$ cat src/rtl/rv_alu_reg.sv
// rtl/rv_alu_reg.sv - RV32I execute-stage ALU with a single registered output stage.
// Optional macro ALU_FULL_OPS_EN adds XOR, SLL, SRL, SRA, SLT and SLTU.
module rv_alu_reg #(
  parameter int XLEN = 32
) (
  input  logic            clk,
  input  logic            rst,
  input  logic            in_valid,
  input  logic [3:0]      alu_op,
  input  logic [XLEN-1:0] in_a,
  input  logic [XLEN-1:0] in_b,
  output logic            out_valid,
  output logic [XLEN-1:0] result,
  output logic            zero,
  output logic            illegal_op
);

  localparam logic [3:0] ALU_AND  = 4'b0000;
  localparam logic [3:0] ALU_OR   = 4'b0001;
  localparam logic [3:0] ALU_ADD  = 4'b0010;
  localparam logic [3:0] ALU_SUB  = 4'b0110;
`ifdef ALU_FULL_OPS_EN
  localparam logic [3:0] ALU_XOR  = 4'b0011;
  localparam logic [3:0] ALU_SLL  = 4'b0100;
  localparam logic [3:0] ALU_SRL  = 4'b0101;
  localparam logic [3:0] ALU_SRA  = 4'b0111;
  localparam logic [3:0] ALU_SLT  = 4'b1000;
  localparam logic [3:0] ALU_SLTU = 4'b1001;

  logic [4:0] shamt;
  assign shamt = in_b[4:0];
`endif

  logic [XLEN-1:0] next_result;
  logic            next_illegal;

  always_comb begin
    next_result  = '0;
    next_illegal = 1'b0;
    case (alu_op)
      ALU_AND:  next_result = in_a & in_b;
      ALU_OR:   next_result = in_a | in_b;
      ALU_ADD:  next_result = in_a + in_b;
      ALU_SUB:  next_result = in_a - in_b;
`ifdef ALU_FULL_OPS_EN
      ALU_XOR:  next_result = in_a ^ in_b;
      ALU_SLL:  next_result = in_a << shamt;
      ALU_SRL:  next_result = in_a >> shamt;
      ALU_SRA:  next_result = $unsigned($signed(in_a) >>> shamt);
      ALU_SLT:  next_result = {{(XLEN-1){1'b0}}, ($signed(in_a) < $signed(in_b))};
      ALU_SLTU: next_result = {{(XLEN-1){1'b0}}, (in_a < in_b)};
`endif
      default: begin
        next_result  = '0;
        next_illegal = 1'b1;
      end
    endcase
  end

  // Idle cycles only drop out_valid; the last result stays visible.
  always_ff @(posedge clk) begin
    if (rst) begin
      out_valid  <= 1'b0;
      result     <= '0;
      illegal_op <= 1'b0;
    end else begin
      out_valid <= in_valid;
      if (in_valid) begin
        result     <= next_result;
        illegal_op <= next_illegal;
      end
    end
  end

  assign zero = (result == '0);

endmodule

$ cat config.mk
export PLATFORM = sky130hd
export DESIGN_NAME = rv_alu_reg
export DESIGN_NICKNAME = d
export VERILOG_FILES = /design/src/rtl/rv_alu_reg.sv
export SDC_FILE = /design/constraint.sdc
export NUM_CORES = 1
export LEC_CHECK = 0
export CAP_MARGIN = 20
export CORE_MARGIN = 3
export CORE_UTILIZATION = 49
export DETAILED_ROUTE_END_ITERATION = 7
export PLACE_DENSITY = 0.84
export SLEW_MARGIN = 25
export SYNTH_ARGS = -nofsm -noshare
export SYNTH_HDL_FRONTEND = slang
export SYNTH_SLANG_ARGS = --single-unit
export TNS_END_PERCENT = 50
$ cat constraint.sdc
create_clock -name clk -period 7.2 [get_ports clk]
set_clock_uncertainty 0.05 [all_clocks]
set_input_delay 0.72 -clock clk [delete_from_list [all_inputs] [get_ports clk]]
set_output_delay 0.72 -clock clk [all_outputs]
set_load 0.02 [all_outputs]
==> metrics.md <==
| Metric | Value |
|---|---|
| Status | `finished, final reports clean` |
| IR drop worst, VDD | `approximately 0.12 mV` |
| Place WS | `between 1000 and 1500 ps` |
| Synth Flop Type | `dfxtp_1` |
| Hold WC Path Type | `flip-flop to flip-flop` |
| Worst setup SP type | `primary input` |
| Critical-path top delay cell | `nand2_1` |
| NetSw | `0.291 mW` |
| Flop and latch count out of synthesis | `34` |
| Max Transition Viols Final | `0` |
| Layout cells sized above 1 | `between 4 and 5%` |
| Sequential share of the synthesized area | `approximately 16%` |
| Vias in the first global route | `~4.5k` |
| Reg2reg start | `result[24]$_SDFFE_PP0P_` |
| Area delta synth->final | `28.8%` |
| Synth Instances | `540` |
| Ys async rst share | `0%` |
| Hold Crit Endpoint | `result[0]$_SDFFE_PP0P_` |
| Worst r2r dst | `result[24]$_SDFFE_PP0P_` |
| DRC Markers | `0` |
| ANT cells | `0` |
| Wirelength per Cell | `18.4 µm` |
| Overflow after GRT | `0` |
| IO Port Bufs | `roughly 110` |
| Worst path cell trace | `clkdlybuf4s50_1, buf_4, nor3b_2, nand2_1, o21ai_0, inv_1, ha_1, nor2b_1, o2111ai_1, a21boi_1, a221o_1, a41oi_1, o21ai_2, o21a_1, a22oi_1, a211oi_1` |
| Global-route wire length before repair | `roughly 22000 µm` |
| Syn avg cell area | `~7.7 µm²` |
| PwrDens | `~150 nW/µm²` |
| Cts hold-fix bufs | `0` |
| Relative slew slack | `41.3%` |
| Final Hold Slack | `roughly 450 ps` |
| Largest family of logic cells by synthesized area | `compound AO/OA/AOI/OAI gates` |
| Placer congestion estimate | `~0.99` |
| Share of the clock period used by the worst path | `roughly four fifths` |
| CP Buf/Inv Count | `3` |
| Core Box Area | `between 8000 and 9000 µm²` |
| Cell Area, Synth | `around 4200 µm²` |
| Core Rows | `33` |
| Hold path depth | `2` |
| Clk slew on worst S/H paths | `70 ps` |
| Cell family with most CP delay | `compound AO/OA/AOI/OAI gates` |
| Reg power frac | `about a quarter` |
| Vias | `4603` |
| Die area | `~9700 µm²` |
| Initial Util | `50.5%` |
| LEAKAGE | `2.04 nW` |
| Clock tree root driver cell | `clkbuf_8` |
| Via/cell ratio | `between 6 and 7` |
| Largest net degree at the start of global routing | `between 50 and 60` |
| Worst-margin pin slew | `between 800 and 900 ps` |
| Setup TNS | `0 ps` |
| Chip width | `around 100 µm` |
| Synth Area in XOR/XNOR | `between 10% and 20%` |
| Critical path type | `primary input to flip-flop` |
| Synth Area in Compound Gates | `27.1%` |
| Filler cell count | `approximately 740` |
| Synth Area in Adders | `between 10% and 20%` |
| Post-synthesis mux area share | `less than 1%` |
| CTS H-tree lvls | `2` |
| Max-cap viol count | `0` |
| Placed Area | `roughly 5200 µm²` |
| Setup crit end kind | `flip-flop` |
| Final setup margin | `approximately 1300 ps` |
| Syn_nets | `~650` |
| EDFF count, synth | `0` |
| Post-Route WL | `~13000 µm` |
| Crit. Startpoint | `alu_op[0]` |
| Final Cell Area | `between 5000 and 6000 µm²` |
| I/O Pins | `106` |
| Arrival @ worst endpoint | `a little under 6000 ps` |
| Final core utilization | `between 60% and 70%` |
| Drt pass-1 iters | `5` |
| RSZ-0062 raised after global routing | `false` |
| Final ANT Viol Nets | `0` |
| Worst R2R Path Depth | `5` |
| CP required | `~7300 ps` |
| Nets | `approximately 730` |
| CTS max path bufs | `2` |
| Worst skew pair latency | `roughly 290 ps` |
| Fin. Hold Viols | `0` |
| Hold Startpoint | `result[0]$_SDFFE_PP0P_` |
| Cell variety after synth | `between 60 and 70` |
| Switching Share | `a little over a third` |
| Clock share of power | `between 20% and 30%` |
| CTS tree | `yes` |
| Vert. Die Dim | `roughly 98 µm` |
| Comb pwr share | `between 40 and 50%` |
| CTS Sinks | `34` |
| DP HPWL | `between 10000 and 15000 µm` |
| Initial DRC Count | `around 290` |
| Initial antenna violation count | `0` |
| Max Clk Rate | `~170 MHz` |
| All-Layer GR Usage | `a little over a quarter` |
| Post-route minimum period | `roughly 5900 ps` |
| CTS Buf Count | `5` |
| Number of setup buffers added after CTS | `0` |
| Finish-stage setup viols | `0` |
| CP max FO | `34` |
| Int Power | `approximately 0.51 mW` |
| Crit path largest cell delay | `slightly above 700 ps` |
| R2r setup slk | `~6000 ps` |
| Post-synthesis simple-gate area fraction | `~22%` |
| Post-CTS Resized | `0` |
| Yosys warns | `0` |
[per-layer routing]
layer / vias up / GRT usage [%] / wire (µm)
met5: - / 0 / 0
met4: 0 / 11.6 / 430
met3: 34 / 4.71 / 964
met2: 209 / 46.4 / 6560
met1: 2153 / 32.8 / 5490
li1: 2207 / - / -
[cell usage in the layout, fill, tap and decap left out, drive strengths merged, types with 9 or more instances in the layout]
cell,instances
ha,34
a211oi,22
nor2,61
xor2,24
a21o,14
nor4,13
dfxtp,34
a221oi,9
o21ai,18
inv,9
a21oi,36
clkdlybuf4s50,104
nor3,17
nand2,35
xnor2,28
maj3,31
a22oi,13
o31ai,10
[worst max path at each step]
stage,slack [ps],to,cells past startpoint
after CTS,1520,result[27]$_SDFFE_PP0P_,16
after global placement,1430,result[27]$_SDFFE_PP0P_,16
after detailed placement,1240,result[27]$_SDFFE_PP0P_,16
final,1350,result[27]$_SDFFE_PP0P_,16
after global routing,990,result[27]$_SDFFE_PP0P_,16
after floorplan,3010,result[30]$_SDFFE_PP0P_,15
[synth_stat cells, types with 9 or more instances]
| library cell | instances | area, µm² |
|---|---|---|
| a211oi_1 | 21 | 158 |
| a21o_1 | 14 | 105 |
| a21oi_1 | 36 | 180 |
| a221oi_1 | 9 | 78.8 |
| a22oi_1 | 13 | 97.6 |
| clkbuf_1 | 24 | 90.1 |
| dfxtp_1 | 34 | 681 |
| ha_1 | 34 | 425 |
| inv_1 | 9 | 33.8 |
| maj3_1 | 31 | 310 |
| nand2_1 | 35 | 131 |
| nor2_1 | 61 | 229 |
| nor3_1 | 17 | 85.1 |
| nor4_1 | 12 | 75.1 |
| o21ai_0 | 12 | 60.1 |
| o31ai_1 | 10 | 75.1 |
| xnor2_1 | 27 | 236 |
| xor2_1 | 24 | 210 |
[worst reg2reg max path: stages (launching register included)]
cell and delay, ps:
dfxtp_1 400, nor2_1 60, nor2_1 150, nand2_1 110, or3_1 330, nand3_1 80
[per-stage QoR]
| stage | cells | power, mW |
|---|---|---|
| CTS | 731 | 0.804 |
| global placement | 723 | 0.578 |
| detailed placement | 723 | 0.585 |
| global route | 731 | 0.853 |
| finish | 731 | 0.806 |
| floorplan | 540 | 0.457 |
[sequential cells by signal (all words and copies together), names as in the netlist]
register    flops
out_valid       1
result         32
illegal_op      1
[power groups by stage]
stage          registers, mW  logic, mW  clock network (mW)
3_3_place_gp           0.215      0.363                   0
5_1_grt                0.213      0.411               0.229
6_report               0.212      0.376               0.218
3_5_place_dp           0.216      0.369                   0
4_1_cts                0.212      0.372               0.220
2_1_floorplan          0.228      0.229                   0
[cells by family after synthesis]
family | after synthesis
XOR/XNOR | 52
buffers and inverters | 41
adder cells (fa/ha/maj) | 66
AND/OR/NAND/NOR | 182
flip-flops | 34
multiplexers | 3
AO/OA/AOI/OAI | 162
[final cells by class]
class	instances	area, µm²	share of cell area (%)
Inverter	9	33.8	0.628
Clock inverter	3	68.8	1.28
Timing Repair Buffer	110	1080	20.2
Clock buffer	5	68.8	1.28
Tap cell	105	131	2.44
Sequential cell	34	681	12.7
Multi-Input combinational cell	465	3310	61.6
Note: power is estimated with default switching activity, not from simulation.
